`src/rtl/id_ex_buffer.sv`:
```
// Decode->execute pipeline register with valid/ready handshake, flush and saturating stall counter.
// Define ID_EX_SKID_EN for a 2-entry skid buffer with registered in_ready; otherwise a single entry.
module id_ex_buffer #(
    parameter int CTRL_W = 16,
    parameter int CNT_W  = 32
) (
    input  logic              clk,
    input  logic              rst_n,
    input  logic              flush,
    input  logic              in_valid,
    output logic              in_ready,
    input  logic [63:0]       in_pc,
    input  logic [31:0]       in_instr,
    input  logic [63:0]       in_imm,
    input  logic [4:0]        in_rd,
    input  logic [63:0]       in_rs1_data,
    input  logic [63:0]       in_rs2_data,
    input  logic [CTRL_W-1:0] in_ctrl,
    output logic              out_valid,
    input  logic              out_ready,
    output logic [63:0]       out_pc,
    output logic [31:0]       out_instr,
    output logic [63:0]       out_imm,
    output logic [4:0]        out_rd,
    output logic [63:0]       out_rs1_data,
    output logic [63:0]       out_rs2_data,
    output logic [CTRL_W-1:0] out_ctrl,
    output logic [CNT_W-1:0]  stall_cnt
);
    typedef struct packed {
        logic [63:0]       pc;
        logic [31:0]       instr;
        logic [63:0]       imm;
        logic [4:0]        rd;
        logic [63:0]       rs1_data;
        logic [63:0]       rs2_data;
        logic [CTRL_W-1:0] ctrl;
    } bundle_t;

    bundle_t in_bundle;
    bundle_t head_q;
    logic    out_valid_q;
    logic    enq;
    logic    deq;

    assign in_bundle = '{pc: in_pc, instr: in_instr, imm: in_imm, rd: in_rd,
                         rs1_data: in_rs1_data, rs2_data: in_rs2_data, ctrl: in_ctrl};
    assign deq       = out_valid_q && out_ready;

`ifdef ID_EX_SKID_EN
    typedef enum logic [1:0] {S_EMPTY, S_ONE, S_TWO} state_t;

    state_t  state_q;
    bundle_t tail_q;
    logic    in_ready_q;

    assign in_ready = in_ready_q;
    assign enq      = in_valid && in_ready_q;

    // head_q always feeds EX; tail_q only holds the entry that arrived while EX was stalled.
    always_ff @(posedge clk or negedge rst_n) begin
        if (!rst_n) begin
            state_q     <= S_EMPTY;
            head_q      <= '0;
            tail_q      <= '0;
            out_valid_q <= 1'b0;
            in_ready_q  <= 1'b1;
        end else if (flush) begin
            state_q     <= S_EMPTY;
            out_valid_q <= 1'b0;
            in_ready_q  <= 1'b1;
        end else begin
            case (state_q)
                S_EMPTY: begin
                    if (enq) begin
                        head_q      <= in_bundle;
                        state_q     <= S_ONE;
                        out_valid_q <= 1'b1;
                    end
                end
                S_ONE: begin
                    if (enq && !deq) begin
                        tail_q     <= in_bundle;
                        state_q    <= S_TWO;
                        in_ready_q <= 1'b0;
                    end else if (deq && !enq) begin
                        state_q     <= S_EMPTY;
                        out_valid_q <= 1'b0;
                    end else if (enq && deq) begin
                        head_q <= in_bundle;
                    end
                end
                S_TWO: begin
                    if (deq) begin
                        head_q     <= tail_q;
                        state_q    <= S_ONE;
                        in_ready_q <= 1'b1;
                    end
                end
                default: begin
                    state_q     <= S_EMPTY;
                    out_valid_q <= 1'b0;
                    in_ready_q  <= 1'b1;
                end
            endcase
        end
    end
`else
    typedef enum logic {S_EMPTY, S_FULL} state_t;

    state_t state_q;

    // Accepting while full is only allowed when EX drains the entry in the same cycle.
    assign in_ready = !out_valid_q || out_ready;
    assign enq      = in_valid && in_ready;

    always_ff @(posedge clk or negedge rst_n) begin
        if (!rst_n) begin
            state_q     <= S_EMPTY;
            head_q      <= '0;
            out_valid_q <= 1'b0;
        end else if (flush) begin
            state_q     <= S_EMPTY;
            out_valid_q <= 1'b0;
        end else begin
            case (state_q)
                S_EMPTY: begin
                    if (enq) begin
                        head_q      <= in_bundle;
                        state_q     <= S_FULL;
                        out_valid_q <= 1'b1;
                    end
                end
                S_FULL: begin
                    if (enq) begin
                        head_q <= in_bundle;
                    end else if (deq) begin
                        state_q     <= S_EMPTY;
                        out_valid_q <= 1'b0;
                    end
                end
                default: begin
                    state_q     <= S_EMPTY;
                    out_valid_q <= 1'b0;
                end
            endcase
        end
    end
`endif

    logic [CNT_W-1:0] stall_cnt_q;
    logic [CNT_W-1:0] stall_cnt_d;

    // Saturates rather than wraps so long stalls never read as short ones.
    always_comb begin
        stall_cnt_d = stall_cnt_q;
        if (out_valid_q && !out_ready && (stall_cnt_q != {CNT_W{1'b1}})) begin
            stall_cnt_d = stall_cnt_q + {{(CNT_W-1){1'b0}}, 1'b1};
        end
    end

    always_ff @(posedge clk or negedge rst_n) begin
        if (!rst_n) begin
            stall_cnt_q <= '0;
        end else begin
            stall_cnt_q <= stall_cnt_d;
        end
    end

    assign out_valid    = out_valid_q;
    assign out_pc       = head_q.pc;
    assign out_instr    = head_q.instr;
    assign out_imm      = head_q.imm;
    assign out_rd       = head_q.rd;
    assign out_rs1_data = head_q.rs1_data;
    assign out_rs2_data = head_q.rs2_data;
    assign out_ctrl     = head_q.ctrl;
    assign stall_cnt    = stall_cnt_q;

endmodule

```
`config.mk`:
```
export PLATFORM = sky130hd
export DESIGN_NAME = id_ex_buffer
export DESIGN_NICKNAME = d
export VERILOG_FILES = /design/src/rtl/id_ex_buffer.sv
export SDC_FILE = /design/constraint.sdc
export NUM_CORES = 1
export LEC_CHECK = 0
export ABC_AREA = 1
export CAP_MARGIN = 20
export CORE_AREA = 3 3 256 258
export DETAILED_ROUTE_END_ITERATION = 8
export DIE_AREA = 0 0 259 261
export GPL_TIMING_DRIVEN = 1
export HOLD_SLACK_MARGIN = 0.03
export SYNTH_ARGS = -nofsm -noshare
export SYNTH_HDL_FRONTEND = slang
export SYNTH_SLANG_ARGS = --single-unit
```
`constraint.sdc`:
```
create_clock -name clk -period 1.7 [get_ports clk]
set_input_delay 0.34 -clock clk [delete_from_list [all_inputs] [get_ports clk]]
set_output_delay 0.34 -clock clk [all_outputs]
set_load 0.05 [all_outputs]
```
==> results_dict.tcl, run 1 <==
set metrics [dict create \
    synth-edff-count 0 \
    root_buffer "clkbuf_16" \
    crit_chain "buf_4, buf_4" \
    cts_tree "built" \
    synthTopCellsByCount "dfrtp_1 (343), mux2_1 (299), nand2_1 (160), nor2_1 (53), buf_6 (32)" \
    ys_seq_elements 343 \
    r2r_setup_slack_ns 0.09 \
    drt_iter0_drc 439 \
    synth_area_leaders "dfrtp_1 (62%), mux2_1 (24%), nand2_1 (4.4%)" \
    p_per_area_nw_per_um2 1350 \
    fin_crit_sh_pct 96.5 \
    place.gp.congestion 0.835 \
    drt_wl_total_mm 49.3 \
    maxCapViolations 0 \
    slowest_delay_ns 0.40 \
    worst_slew_pin_slew_ns 0.455 \
    async_reset_ff_share_pct 100 \
    hold_viol 0 \
    criticalPathCategory "flip-flop to output port" \
    hpwl_mm 39.4 \
    num_rows 92 \
    wl_per_cell_um 18.8 \
    worstPathMaxFanout 5 \
    hold_path.class "primary input to async pin" \
    syn-cell-area_um2 13800 \
    drt-pass1-iter-count 4 \
    numCtsBuffers 42 \
    yosys_warnings 0 \
    area_growth_pct 68.3 \
    finClkSkew_ns 0.0102 \
    via_count 10500 \
    rsz0062_at_grt "true" \
    synth.avg_cell_area_um2 13.9 \
    path_common_cell "buf_4" \
    slew_headroom_pct 69.6 \
    synth_top_area_cell "dfrtp_1" \
    timing.rr.start "out_valid" \
    overflow 0 \
    cts.htree.levels 2 \
    placed_area_um2 21700 \
    clockBufferDepth 3 \
    slowest_stage "dfrtp_2" \
    crit_required_ns 1.36 \
    die_x_um 259 \
    viasPerCell 4.01 \
    grt_pass1_vias 11400 \
    fmax_mhz 609 \
    clk_pin_slew_ns 0.06 \
    r2r_cells 7 \
    drive_gt1_share_pct 33.2 \
    grt_use_total_pct 13.8 \
    synth_flop_cell "dfrtp_1" \
    synth.most_common_cell "dfrtp_1" \
    synth_fp_nets 1310 \
    critPathBufInv 2 \
    drcViolationCount 0 \
    yosys.cell_types.count 28 \
    postSynthCellCount 995 \
    placed_cells 2538 \
    start_util_pct 21.8 \
    die_area_um2 67600 \
    io_buffers 656 \
    antenna_found_initial 5 \
    dieHeight_um 261 \
    clk_latency_ns 0.55 \
    vdd_ir_drop_max_uv 784 \
    critPathArrivalTime_ns 1.30 \
    end_kind "output port" \
    nFillCells 6054 \
    hold_ws_ns 0.277 \
    core_um2 63200 \
    fin_area_um2 23200 \
    ant_nets 0 \
    status "finished, final reports clean" \
    fin_crit_ns 1.64 \
    fin_cells 2618 \
    drv_slew 0 \
    reg2reg_to "out_rs1_data[23]" \
    synth_top_area_share_pct 62.2 \
    grt_max_degree 78 \
    grt_pass1_wl_mm 71.3 \
    synth_seq_area_share_pct 62.2 \
    clock_sinks 343 \
    crit_family "flip-flops" \
    fin_nets 2055 \
    io_pins 657 \
    p_leak_nw 10.4 \
    setup_viol 0 \
    critPathLaunchType "flip-flop" \
    antenna_cells 0 \
]
==> per-stage QoR <==
step	TNS (ns)	worst slack (ns)	total power, mW	utilization [%]
floorplan	-15.20	-0.0543	17.6	-
finish	0	0.0593	31.4	36.8
global route	-0.0281	-0.0142	32.7	36.8
detailed placement	-96.52	-0.372	22.4	34.4
global placement	-98.84	-0.354	22.2	34.4
CTS	-0.0157	-0.0157	31.9	36.7
==> sequential cells by signal, indices dropped and copies added, names as in the netlist, 5 cells and up <==
name,cells
out_pc,64
out_instr,32
out_rs1_data,64
out_rd,5
out_ctrl,16
out_rs2_data,64
out_imm,64
stall_cnt,32
==> cells in the final DEF (no fill, tap or decap), types with 28 or more instances in the layout <==
| cell | instances |
|---|---|
| buf_4 | 363 |
| dfrtp_1 | 321 |
| clkdlybuf4s50_1 | 312 |
| mux2_1 | 254 |
| nand2_1 | 159 |
| buf_12 | 62 |
| nor2_1 | 51 |
| mux2_4 | 45 |
| clkbuf_16 | 42 |
| inv_1 | 28 |
==> metal layers <==
layer  part of all wire, %  vias up  global-route usage (%)
li1                      -     4858                       -
met1                    36     5138                    14.8
met2                    53      421                    25.3
met3                   8.9       82                    4.98
met4                   2.7        8                    4.27
met5                 0.095        -                       0
==> area by class of cell <==
type                    instances  area (um2)  share of cell area (%)
clock inverters                18         243                    1.04
inverters                      32         130                   0.560
clock buffers                  58        1190                    5.13
flip-flops and latches        343        8610                    37.1
well taps                     846        1060                    4.56
repair buffers                740        7130                    30.7
multi-input cells             581        4870                    21.0
==> cells by family after synthesis <==
| logic type | count (synthesis) | synth area share [%] |
|---|---|---|
| flops | 343 | 62.2 |
| mux | 309 | 25.2 |
| simple gates | 255 | 7.71 |
| buf+inv | 71 | 3.93 |
| xor+xnor | 10 | 0.635 |
| compound gates | 6 | 0.236 |
| fa+ha+maj | 1 | 0.0906 |
==> timing repair <==
| item | 4_1_cts | 5_1_grt |
|---|---|---|
| hold buffers | 1 | 0 |
| hold endpoints to repair | 105 | 0 |
| endpoints found under the setup margin | 2 | 42 |
| setup buffers | 0 | 4 |
| cloned | 0 | 0 |
| gates resized for setup | 3 | 7 |
| pin swaps | 1 | 2 |
==> power by group <==
part	total (mW)	switching [mW]	internal, mW
logic	11.5	7.38	4.09
registers	10.7	0.992	9.68
clock network	9.25	3.57	5.68
total	31.4	11.9	19.4
==> worst max path at each step <==
| stage | from | end | slack, ns | cells past startpoint |
|---|---|---|---|---|
| after floorplan | out_valid | out_imm[16] | -0.05 | 7 |
| after global placement | out_ready | out_rs1_data[63] | -0.35 | 7 |
| after detailed placement | out_ready | out_rs1_data[23] | -0.37 | 7 |
| after CTS | out_valid | in_ready | -0.02 | 4 |
| after global routing | stall_cnt[0] | stall_cnt[6] | -0.01 | 10 |
| final | stall_cnt[27] | stall_cnt[27] | 0.06 | 2 |
No activity file was read; power rests on OpenSTA's default activity.
==> run 2, diff against run 1 <==
Settings changed: CTS_CLUSTER_DIAMETER set to 40, HOLD_SLACK_MARGIN 0.03 to unset, SLEW_MARGIN set to 5.
==> run 2 against run 1 <==
Effect of this change:
- design area grew 4.1%
- setup slack lost 0.00065 ns
- critical path type unchanged
- count of clock-buffer cells in the layout grew 21
==> results_dict.tcl, run 2 (same netlist as run 1, synthesis figures left out) <==
set metrics [dict create \
    viasPerCell 4.02 \
    r2r_cells 7 \
    die_area_um2 67600 \
    grt_use_total_pct 14.1 \
    critPathLaunchType "flip-flop" \
    drv_slew 0 \
    grt_pass1_wl_mm 72.7 \
    drt-pass1-iter-count 4 \
    overflow 0 \
    p_leak_nw 10.8 \
    worst_slew_pin_slew_ns 0.454 \
    start_util_pct 21.8 \
    fin_nets 2081 \
    setup_viol 0 \
    antenna_cells 0 \
    drt_wl_total_mm 50.1 \
    die_x_um 259 \
    io_buffers 656 \
    hold_path.class "primary input to async pin" \
    clk_pin_slew_ns 0.05 \
    timing.rr.start "out_valid" \
    root_buffer "clkbuf_16" \
    dieHeight_um 261 \
    wl_per_cell_um 18.8 \
    area_growth_pct 75.2 \
    cts.htree.levels 3 \
    core_um2 63200 \
    vdd_ir_drop_max_uv 917 \
    via_count 10700 \
    post-place-ws_ns -0.372 \
    cts_tree "built" \
    critPathArrivalTime_ns 1.30 \
    fin_ws_ns 0.0586 \
    clock_sinks 343 \
    clockBufferDepth 3 \
    mostFrequentLayoutCell "buf_4" \
    criticalPathCategory "flip-flop to output port" \
    r2r_setup_slack_ns 0.10 \
    power_mw 35.8 \
    placed_area_um2 21700 \
    fin_crit_sh_pct 96.6 \
    status "finished, final reports clean" \
    hold_viol 0 \
    hpwl_mm 39.4 \
    nFillCells 5987 \
    grt_max_degree 78 \
    layout_common_cells "buf_4 (362), dfrtp_1 (321), clkdlybuf4s50_1 (312), mux2_1 (254), nand2_1 (159)" \
    fin_area_um2 24200 \
    finClkSkew_ns 0.0227 \
    maxCapViolations 0 \
    io_pins 657 \
    rsz0062_at_grt "true" \
    p_per_area_nw_per_um2 1480 \
    grt_pass1_vias 11700 \
    ant_nets 0 \
    fin_crit_ns 1.64 \
    reg2reg_to "out_rs2_data[62]" \
    place.gp.congestion 0.835 \
    grt_use_met3_pct 5.41 \
    grtUsageMet2_pct 25.6 \
    crit_required_ns 1.36 \
    numCtsBuffers 68 \
    end_kind "output port" \
    antenna_found_initial 5 \
    drt_iter0_drc 353 \
    drive_gt1_share_pct 35.1 \
    met1_usage_pct 14.8 \
    drcViolationCount 0 \
    hold_ws_ns 0.231 \
    busiest_layer "met2" \
    clk_latency_ns 0.59 \
    num_rows 92 \
    slew_headroom_pct 69.7 \
    fmax_mhz 609 \
    worstPathMaxFanout 4 \
]
run 2: worst max path at each step:
stage                   start          endpoint  slack, ns
floorplan           out_valid       out_imm[16]      -0.05
global placement    out_ready  out_rs1_data[63]      -0.35
detailed placement  out_ready  out_rs1_data[23]      -0.37
CTS                 out_valid          in_ready      -0.03
global route        out_valid          in_ready      -0.01
finish              out_valid         out_valid       0.06
run 2: critical path, stage by stage, from the launching register on:
cell and delay (ns):
dfrtp_2 0.40, buf_4 0.14, buf_4 0.18
run 2: per-layer routing:
metal / up-vias / share of wire (%)
met5: - / 0.094
met2: 443 / 52
met4: 8 / 2.8
li1: 4944 / -
met3: 89 / 9.2
met1: 5239 / 35
run 2: cell type report:
cell class	count	area, um2	share of cell area (%)
multi-input combinational	581	4880	20.2
sequential	343	8610	35.6
inverter	32	130	0.538
timing repair buffer	740	7130	29.5
clock inverter	46	599	2.48
clock buffer	79	1770	7.34
tap	846	1060	4.38
run 2: power by group:
part	internal [mW]	total [mW]	switching, mW
registers	9.69	10.7	1.00
clock network	8.87	13.7	4.79
logic	4.09	11.5	7.38
total	22.6	35.8	13.2
run 2: timing repair:
action                     4_1_cts  5_1_grt
hold buffers                     1        0
pin swaps                        1        2
gates resized for setup          5        9
setup endpoints to repair        4       26
setup buffers                    2        2
hold endpoints to repair       105        0
run 2: per-stage QoR:
step	utilization, %	instances	TNS (ns)
CTS	38.2	2665	-0.0269
detailed placement	34.4	2538	-96.52
floorplan	-	995	-15.20
global placement	34.4	2538	-98.84
global route	38.3	2667	-0.0129
finish	38.3	2667	0
==> run 3, diff against run 2 <==
Settings changed: REMOVE_ABC_BUFFERS set to 1.
Clock period 1.7 ns to 1.9 ns, I/O delays scaled along.
==> run 3 against run 2 <==
Effect of this change:
- clock power decreased by 4%
- non-clock buffer count shrank 31
- critical path depth decreased by 1
- routed wire length is 3.4% lower
==> results_dict.tcl, run 3 (same netlist as run 1, synthesis figures left out) <==
set metrics [dict create \
    status "finished, final reports clean" \
    fin_setup_tns_ns 0 \
    timing.rr.start "stall_cnt[2]" \
    crit_chain "dlygate4sd2_1" \
    r2r_cells 9 \
    met1_usage_pct 15.4 \
    area_growth_pct 70.4 \
    critPathArrivalTime_ns 1.47 \
    core_um2 63200 \
    drt-pass1-iter-count 6 \
    slowest_delay_ns 0.53 \
    ant_nets 0 \
    cts_tree "built" \
    wl_per_cell_um 18.3 \
    drive_gt1_share_pct 23.9 \
    maxCapViolations 0 \
    fin_area_um2 23500 \
    fmax_mhz 540 \
    drcViolationCount 0 \
    critPathBufInv 1 \
    cts.htree.levels 3 \
    crit_family "buffers and inverters" \
    worst_slew_pin_slew_ns 0.541 \
    end_kind "output port" \
    drv_slew 0 \
    rsz0062_at_grt "false" \
    grtUsageMet2_pct 24.3 \
    r2r_setup_slack_ns 0.27 \
    hpwl_mm 37.7 \
    p_leak_nw 10.4 \
    placed_area_um2 21100 \
    mostFrequentLayoutCell "dfrtp_1" \
    via_count 10600 \
    finClkSkew_ns 0.0220 \
    root_buffer "clkbuf_16" \
    numCtsBuffers 69 \
    clock_sinks 343 \
    worstPathMaxFanout 2 \
    power_mw 32.3 \
    dieHeight_um 261 \
    hold_viol 0 \
    place.gp.congestion 0.848 \
    clk_latency_ns 0.60 \
    crit_required_ns 1.52 \
    viasPerCell 4.03 \
    die_area_um2 67600 \
    die_x_um 259 \
    drt_iter0_drc 478 \
    vdd_ir_drop_max_uv 914 \
    critPathLaunchType "flip-flop" \
    p_per_area_nw_per_um2 1370 \
    grt_use_met3_pct 4.80 \
    fin_nets 2051 \
    clockBufferDepth 3 \
    reg2reg_to "stall_cnt[25]" \
    num_rows 92 \
    fin_cells 2640 \
    fin_ws_ns 0.0487 \
    busiest_layer "met2" \
    grt_use_total_pct 13.8 \
    start_util_pct 21.8 \
    grt_pass1_wl_mm 71.5 \
    drt_wl_total_mm 48.4 \
    clk_pin_slew_ns 0.05 \
    io_pins 657 \
    fin_crit_sh_pct 97.4 \
    utilization_pct 37.2 \
    hold_path.class "primary input to async pin" \
    grt_max_degree 58 \
    post-place-ws_ns -0.195 \
    criticalPathCategory "flip-flop to output port" \
    hold_ws_ns 0.303 \
    antenna_found_initial 2 \
    grt_pass1_vias 11500 \
    slew_headroom_pct 64.1 \
    io_buffers 656 \
    fin_crit_ns 1.85 \
    placed_cells 2510 \
    setup_viol 0 \
    layout_common_cells "dfrtp_1 (343), clkdlybuf4s50_1 (312), mux2_1 (299), buf_4 (257), nand2_1 (160)" \
    overflow 0 \
    slowest_stage "dlygate4sd2_1" \
]
[run 3: changes by cell type in the layout (fill, tap and decap cells not counted), sizes merged, moves of 6 or more]
cell and change:
clkdlybuf4s15 +61, clkinv -10, buf -151, clkbuf +11, dlygate4sd2 +51, bufinv +6
[run 3: power breakdown]
group          switching [mW]  internal (mW)  leakage [nW]
Combinational            6.58           3.10          5.08
Sequential              0.749           8.66          4.09
Clock                    4.26           8.92          1.21
Total                    11.6           20.7          10.4
[run 3: layout make-up]
class,instances,area [um2]
fillers,6024,39700
flip-flops and latches,343,8580
repair buffers,709,6540
multi-input cells,581,4680
clock buffers,82,1840
well taps,846,1060
clock inverters,45,697
inverters,32,123
diodes,2,5.00
[run 3: timing repair]
item                                    in CTS  in global routing
hold buffers                                 1                  0
setup buffers                                0                  0
endpoints found under the hold margin       28                  0
pin swaps                                    0                  0
resized for setup                          169                 31
endpoints found under the setup margin     120                 31
[run 3: how the worst max path moves through the flow]
stage | slack, ns | endpoint | depth (start not counted) | from
after floorplan | -2.81 | out_ctrl[0] | 5 | out_valid
after global placement | -0.17 | out_pc[29] | 7 | out_ready
after detailed placement | -0.20 | out_rs1_data[0] | 7 | out_ready
after CTS | 0.00008 | out_pc[34] | 1 | out_pc[34]
after global routing | 0.0002 | out_imm[40] | 1 | out_imm[40]
final | 0.05 | out_rs1_data[7] | 1 | out_rs1_data[7]
[run 3: per-layer routing]
layer  routed length, um  vias to the layer above
met2               25100                      472
met1               17700                     5215
met3                4380                       83
met5                  13                        -
li1                    -                     4877
met4                1210                        2
